File: src/rtl/apb_pkg.sv
// Shared APB definitions: FSM state encoding, bus widths and the error read value.
package apb_pkg;

    localparam logic [1:0] ST_IDLE  = 2'b00;
    localparam logic [1:0] ST_WAIT  = 2'b01;
    localparam logic [1:0] ST_READY = 2'b10;

    localparam int APB_DATA_W = 32;
    localparam int APB_ADDR_W = 32;

    localparam logic [APB_DATA_W-1:0] RDATA_ERR = 32'h0;

    typedef enum logic [1:0] {
        S_IDLE  = ST_IDLE,
        S_WAIT  = ST_WAIT,
        S_READY = ST_READY
    } state_t;

endpackage

File: src/rtl/apb_slave_regfile_if.sv
// APB bus between the bridge (master) and one completer (slave) selected by psel.
interface apb_slave_regfile_if;
    import apb_pkg::*;

    logic                  psel;
    logic                  penable;
    logic                  pwrite;
    logic [APB_ADDR_W-1:0] paddr;
    logic [APB_DATA_W-1:0] pwdata;
    logic [APB_DATA_W-1:0] prdata;
    logic                  pready;
    logic                  pslverr;

    modport master (
        output psel, penable, pwrite, paddr, pwdata,
        input  prdata, pready, pslverr
    );

    modport slave (
        input  psel, penable, pwrite, paddr, pwdata,
        output prdata, pready, pslverr
    );

endinterface

File: src/rtl/apb_regfile_mem.sv
// DEPTH x DATA_W register array: one synchronous write port, one asynchronous read port,
// synchronous clear that takes priority over the write.
module apb_regfile_mem #(
    parameter int DEPTH  = 16,
    parameter int DATA_W = apb_pkg::APB_DATA_W,
    parameter int IDX_W  = $clog2(DEPTH)
) (
    input  logic              clk,
    input  logic              clr,
    input  logic              we,
    input  logic [IDX_W-1:0]  wr_idx,
    input  logic [DATA_W-1:0] wdata,
    input  logic [IDX_W-1:0]  rd_idx,
    output logic [DATA_W-1:0] rdata
);

    logic [DATA_W-1:0] mem [DEPTH];

    always_ff @(posedge clk) begin
        if (clr) begin
            for (int i = 0; i < DEPTH; i++) begin
                mem[i] <= '0;
            end
        end else if (we) begin
            mem[wr_idx] <= wdata;
        end
    end

    assign rdata = mem[rd_idx];

endmodule

File: src/rtl/apb_slave_regfile.sv
// APB completer fronting a word-addressed register file, with programmable wait states
// and pslverr on misaligned or out-of-window addresses. All bus outputs are registered.
module apb_slave_regfile
    import apb_pkg::*;
#(
    parameter int                    DEPTH       = 16,
    parameter logic [APB_ADDR_W-1:0] ADDR_BASE   = 32'h0000_0000,
    parameter int                    WAIT_CYCLES = 0
) (
    input logic                pclk,
    input logic                Reset_n,
    apb_slave_regfile_if.slave bus
);

    localparam int IDX_W = $clog2(DEPTH);
    localparam int CNT_W = 4;

    state_t                state, state_n;
    logic [CNT_W-1:0]      cnt, cnt_n;
    logic                  wr_lat, wr_lat_n;
    logic                  err_lat, err_lat_n;
    logic [IDX_W-1:0]      idx_lat, idx_lat_n;
    logic [APB_DATA_W-1:0] wdata_lat, wdata_lat_n;
    logic                  pready_r, pready_n;
    logic                  pslverr_r, pslverr_n;
    logic [APB_DATA_W-1:0] prdata_r, prdata_n;

    logic                  we;
    logic [IDX_W-1:0]      rd_idx;
    logic [APB_DATA_W-1:0] rd_data;
    logic [APB_ADDR_W-1:0] offset;
    logic                  err_setup;
    logic                  do_setup;

    // Unsigned wrap makes addresses below ADDR_BASE land far outside the window.
    assign offset    = bus.paddr - ADDR_BASE;
    assign err_setup = (offset[1:0] != 2'b00) || (offset[APB_ADDR_W-1:IDX_W+2] != '0);
    assign do_setup  = bus.psel && !bus.penable && (state == S_IDLE || state == S_READY);
    assign rd_idx    = do_setup ? offset[IDX_W+1:2] : idx_lat;

    apb_regfile_mem #(
        .DEPTH  (DEPTH),
        .DATA_W (APB_DATA_W)
    ) u_mem (
        .clk    (pclk),
        .clr    (!Reset_n),
        .we     (we),
        .wr_idx (idx_lat),
        .wdata  (wdata_lat),
        .rd_idx (rd_idx),
        .rdata  (rd_data)
    );

    always_comb begin
        state_n     = state;
        cnt_n       = cnt;
        wr_lat_n    = wr_lat;
        err_lat_n   = err_lat;
        idx_lat_n   = idx_lat;
        wdata_lat_n = wdata_lat;
        pready_n    = 1'b0;
        pslverr_n   = 1'b0;
        prdata_n    = '0;
        we          = 1'b0;

        case (state)
            S_IDLE: ;
            S_WAIT: begin
                if (!bus.psel) begin
                    state_n = S_IDLE;
                end else if (cnt == '0) begin
                    state_n   = S_READY;
                    pready_n  = 1'b1;
                    pslverr_n = err_lat;
                    prdata_n  = err_lat ? RDATA_ERR : rd_data;
                end else begin
                    cnt_n = cnt - 1'b1;
                end
            end
            S_READY: begin
                state_n = S_IDLE;
                if (bus.psel && bus.penable) begin
                    we = wr_lat && !err_lat;
                end
            end
            default: state_n = S_IDLE;
        endcase

        // A setup phase in IDLE, or one arriving instead of completion in READY, starts a new transfer.
        if (do_setup) begin
            wr_lat_n    = bus.pwrite;
            err_lat_n   = err_setup;
            idx_lat_n   = offset[IDX_W+1:2];
            wdata_lat_n = bus.pwdata;
            if (WAIT_CYCLES == 0) begin
                state_n   = S_READY;
                pready_n  = 1'b1;
                pslverr_n = err_setup;
                prdata_n  = err_setup ? RDATA_ERR : rd_data;
            end else begin
                state_n = S_WAIT;
                cnt_n   = CNT_W'(WAIT_CYCLES - 1);
            end
        end
    end

    always_ff @(posedge pclk) begin
        if (!Reset_n) begin
            state     <= S_IDLE;
            cnt       <= '0;
            wr_lat    <= 1'b0;
            err_lat   <= 1'b0;
            pready_r  <= 1'b0;
            pslverr_r <= 1'b0;
            prdata_r  <= '0;
        end else begin
            state     <= state_n;
            cnt       <= cnt_n;
            wr_lat    <= wr_lat_n;
            err_lat   <= err_lat_n;
            pready_r  <= pready_n;
            pslverr_r <= pslverr_n;
            prdata_r  <= prdata_n;
        end
    end

    always_ff @(posedge pclk) begin
        idx_lat   <= idx_lat_n;
        wdata_lat <= wdata_lat_n;
    end

    assign bus.pready  = pready_r;
    assign bus.pslverr = pslverr_r;
    assign bus.prdata  = prdata_r;

endmodule

File: src/flat_wrapper.sv
// flat-port wrapper written by rule: the top's interface ports become plain ports
module apb_slave_regfile_flat import apb_pkg::*;
#(
    parameter int                    DEPTH       = 16,
    parameter logic [APB_ADDR_W-1:0] ADDR_BASE   = 32'h0000_0000,
    parameter int                    WAIT_CYCLES = 0
)
  (pclk, Reset_n, bus_psel, bus_penable, bus_pwrite, bus_paddr, bus_pwdata, bus_prdata, bus_pready, bus_pslverr);
  apb_slave_regfile_if bus_i ();
  input logic pclk;
  input logic Reset_n;
  input wire logic [$bits(bus_i.psel)-1:0] bus_psel;
  input wire logic [$bits(bus_i.penable)-1:0] bus_penable;
  input wire logic [$bits(bus_i.pwrite)-1:0] bus_pwrite;
  input wire logic [$bits(bus_i.paddr)-1:0] bus_paddr;
  input wire logic [$bits(bus_i.pwdata)-1:0] bus_pwdata;
  output wire logic [$bits(bus_i.prdata)-1:0] bus_prdata;
  output wire logic [$bits(bus_i.pready)-1:0] bus_pready;
  output wire logic [$bits(bus_i.pslverr)-1:0] bus_pslverr;
  assign bus_i.psel = bus_psel;
  assign bus_i.penable = bus_penable;
  assign bus_i.pwrite = bus_pwrite;
  assign bus_i.paddr = bus_paddr;
  assign bus_i.pwdata = bus_pwdata;
  assign bus_prdata = bus_i.prdata;
  assign bus_pready = bus_i.pready;
  assign bus_pslverr = bus_i.pslverr;
  apb_slave_regfile #(.DEPTH(DEPTH), .ADDR_BASE(ADDR_BASE), .WAIT_CYCLES(WAIT_CYCLES)) u_core (.pclk(pclk), .Reset_n(Reset_n), .bus(bus_i));
endmodule
File: config.mk
export PLATFORM = sky130hd
export DESIGN_NAME = apb_slave_regfile_flat
export DESIGN_NICKNAME = d
export VERILOG_FILES = /design/src/rtl/apb_pkg.sv /design/src/rtl/apb_slave_regfile_if.sv /design/src/rtl/apb_regfile_mem.sv /design/src/rtl/apb_slave_regfile.sv /design/src/flat_wrapper.sv
export SDC_FILE = /design/constraint.sdc
export NUM_CORES = 1
export LEC_CHECK = 0
export BUFFER_PORTS_ARGS = -buffer_cell sky130_fd_sc_hd__buf_2
export CAP_MARGIN = 5
export CELL_PAD_IN_SITES_DETAIL_PLACEMENT = 2
export CELL_PAD_IN_SITES_GLOBAL_PLACEMENT = 2
export CORE_MARGIN = 2
export CORE_UTILIZATION = 42
export CTS_CLUSTER_DIAMETER = 150
export DETAILED_ROUTE_END_ITERATION = 10
export HOLD_SLACK_MARGIN = 0.05
export PLACE_DENSITY = 0.87
export SLEW_MARGIN = 20
export SYNTH_ARGS = -nofsm -noshare
export SYNTH_HDL_FRONTEND = slang
export SYNTH_HIERARCHICAL = 1
export SYNTH_SLANG_ARGS = --single-unit
File: constraint.sdc
create_clock -name pclk -period 2.6 [get_ports pclk]
set_input_delay 0 -clock pclk [delete_from_list [all_inputs] [get_ports pclk]]
set_output_delay 0 -clock pclk [all_outputs]
set_load 0.01 [all_outputs]
==> run metrics <==
post-route core utilization=50.4%; Core Rows=90; share of layout cells above drive strength 1=27.2%; DRC=0; register area=17200 sq um; crit path DAT=3050 ps; number of I/O pins=103; area share of the largest cell type after synthesis=64.4%; Avg WL per Cell=38.3 microns; clock tree sinks=585; worst slew pin tran=858 ps; most common flop cell mapped by yosys=edfxtp_1; dpl ws=-47.6 ps; max-slew violations=0; Distinct cells, synth=32; pwr dens=734 nW/um^2; startpoint types=flop; sequential share of the synthesized area=67.7%; nature of the critical path endpoint=flop; Synth Net Count=1667; CTS Buf Count=60; Synth area leaders=edfxtp_1 64%, and2_1 13%, mux4_2 11%; HP Class=in2reg; Final Critical Period=2540 ps; YS warnings=6; WL final=100000 microns; Starting Density=42.2%; NumNets Final=1859; ys async rst share=0%; DR vias/cell=6.25; EDFF count, synth=544; busiest grt layer=met2; worst reg2reg endpoint=u_core/u_mem/mem[4][19]; met1 Use GR=39.3%; worst-case reg-to-reg path depth=7; vias in the first global route=18000; gr usage total=32.4%; Max Cap Viol=0; GPL Wtd Cong=0.781; Global Route met3 Usage=7.72%; worst clock skew=32.8 ps; f_max=393 MHz; status=completed; post-synthesis cell count=1598; diodes inserted=0; Root Buffer=clkbuf_16; Reg2Reg Setup Slack=60 ps; initial antenna violation count=6; total power draw=22.2 mW; cell area after synthesis=25300 sq um; post-route clock period utilization=97.8%; Setup violations, final=0; Fin. Hold Viols=0; CTS max path bufs=3; pin count of the biggest net entering global routing=43; die area=62300 sq um; first-pass GRT wire length=141000 microns; clock-pin slew on the worst setup and hold paths=70 ps; grt total ovfl=0; FF+latch count, synth=585; Endpoint, Worst Hold=u_core/wdata_lat[13]; die width=250 microns; Fillers=5320; total core area=60000 sq um; Peak supply drop=493 uV; via count=16400; maximum fanout along the worst path=32; CP required=3110 ps; Setup Crit Path Kind=reg2reg; hold path cells=2; CTS H-tree lvls=2; worst r2r src=u_core/state[1]; GR Layer Usage met2=53.4%; drt first-iter violations=1948; slew margin rel.=42.8%; Worst Hold Launch=bus_pwdata[13]; DP Wirelength=55100 microns; CTS tree=done; Layout area overhead=19.3%; post-synth top area cell=edfxtp_1; Synth Area per Inst=15.9 sq um; port bufs=102; Die H=250 microns; clk_lat worst skew=660 ps; crit path launch=u_core/state[1]; drt first pass iters=5; Post-DRT Antenna Nets=0; multi-input gate area in the final layout=7710 sq um; Final WS setup=56.9 ps; Leak=11.1 nW
## cells in the mapped netlist (all sizes together) (2+ instances only)
cell type    n
a22oi       64
and2       513
and3b        2
buf         46
clkbuf      90
dfxtp       41
edfxtp     544
inv          2
mux4       128
nand2       79
nand2b       4
nand3        2
nand4bb      2
nor2        13
nor2b        2
nor3        36
nor4         7
or2         16
## worst max path at each step
stage / to / cells past startpoint / slack [ps]
floorplan: u_core/bus.prdata[10] / 12 / 170
global placement: u_core/bus.prdata[6] / 12 / 230
detailed placement: u_core/bus.prdata[9] / 12 / -50
CTS: u_core/u_mem/mem[3][11] / 7 / 20
global route: u_core/u_mem/mem[2][11] / 7 / -3
finish: u_core/u_mem/mem[4][19] / 7 / 60
## layout by cell type (no fill, tap or decap), drive strengths merged, types with 4 or more instances in the layout
cell and n:
nand2 79, and2 513, inv 4, dfxtp 41, mux4 128, clkinv 19
or2 16, bufinv 7, nor3 36, dlygate4sd3 61, nor4 7, a22oi 64
edfxtp 544, nand2b 4, nor2 13, buf 205, clkinvlp 4, clkbuf 82
## final cells by class
type	instances	share of cell area, %
clock buffer	82	5.51
clock inverter	32	1.16
inverter	2	0.0372
multi-input combinational	875	25.5
sequential	585	56.7
tap	782	3.23
timing repair buffer	266	7.88
## power by group
part | switching, mW | internal [mW] | leakage (nW)
clock | 3.98 | 5.18 | 0.979
sequential | 0.293 | 10.6 | 5.92
combinational | 1.25 | 0.928 | 4.21
## cells by family after synthesis
kind of cell    share of synthesized area [%]
compound gates                           1.98
buf+inv                                  2.32
flops                                    67.7
mux                                      11.4
simple gates                             16.6
## routing by layer
| layer | vias to the layer above | part of all wire [%] | routed length, microns |
|---|---|---|---|
| met5 | - | 0.042 | 42 |
| met4 | 6 | 6.2 | 6190 |
| met3 | 365 | 9.2 | 9220 |
| met2 | 1126 | 49 | 48700 |
| met1 | 8638 | 36 | 36200 |
| li1 | 6263 | - | - |
## critical path, cell delays in order, from the launching register on
cell	delay (ps)
dfxtp_1	310
nand3_1	100
nor3b_1	280
buf_4	190
nand4bb_1	400
nor3_4	270
buf_4	590
and2_1	260
## flip-flops by register name, indices dropped and copies added (netlist names)
| register | count |
|---|---|
| u_core/u_mem/mem | 512 |
| u_core/bus.prdata | 32 |
| u_core/wdata_lat | 32 |
| u_core/idx_lat | 4 |
| u_core/bus.pready | 1 |
| u_core/bus.pslverr | 1 |
| u_core/err_lat | 1 |
| u_core/state | 1 |
| u_core/wr_lat | 1 |
## repair_timing
action                                 CTS  global route
setup buffers                            0             0
setup endpoints to repair                0            38
hold buffers                            62             0
gates resized for setup                  0             2
endpoints found under the hold margin   53             0
## through the flow
step                      hold WS (ps)  TNS (ps)  std cells  cell area [sq um]
after floorplan                   98.9         0       1598              25400
after global placement             177         0       2448              27600
after detailed placement           178     -47.6       2448              27600
after CTS                         50.4         0       2624              30200
after global routing              59.6     -2.98       2624              30300
final                             57.9         0       2624              30300
Note: power is estimated with default switching activity, not from simulation.
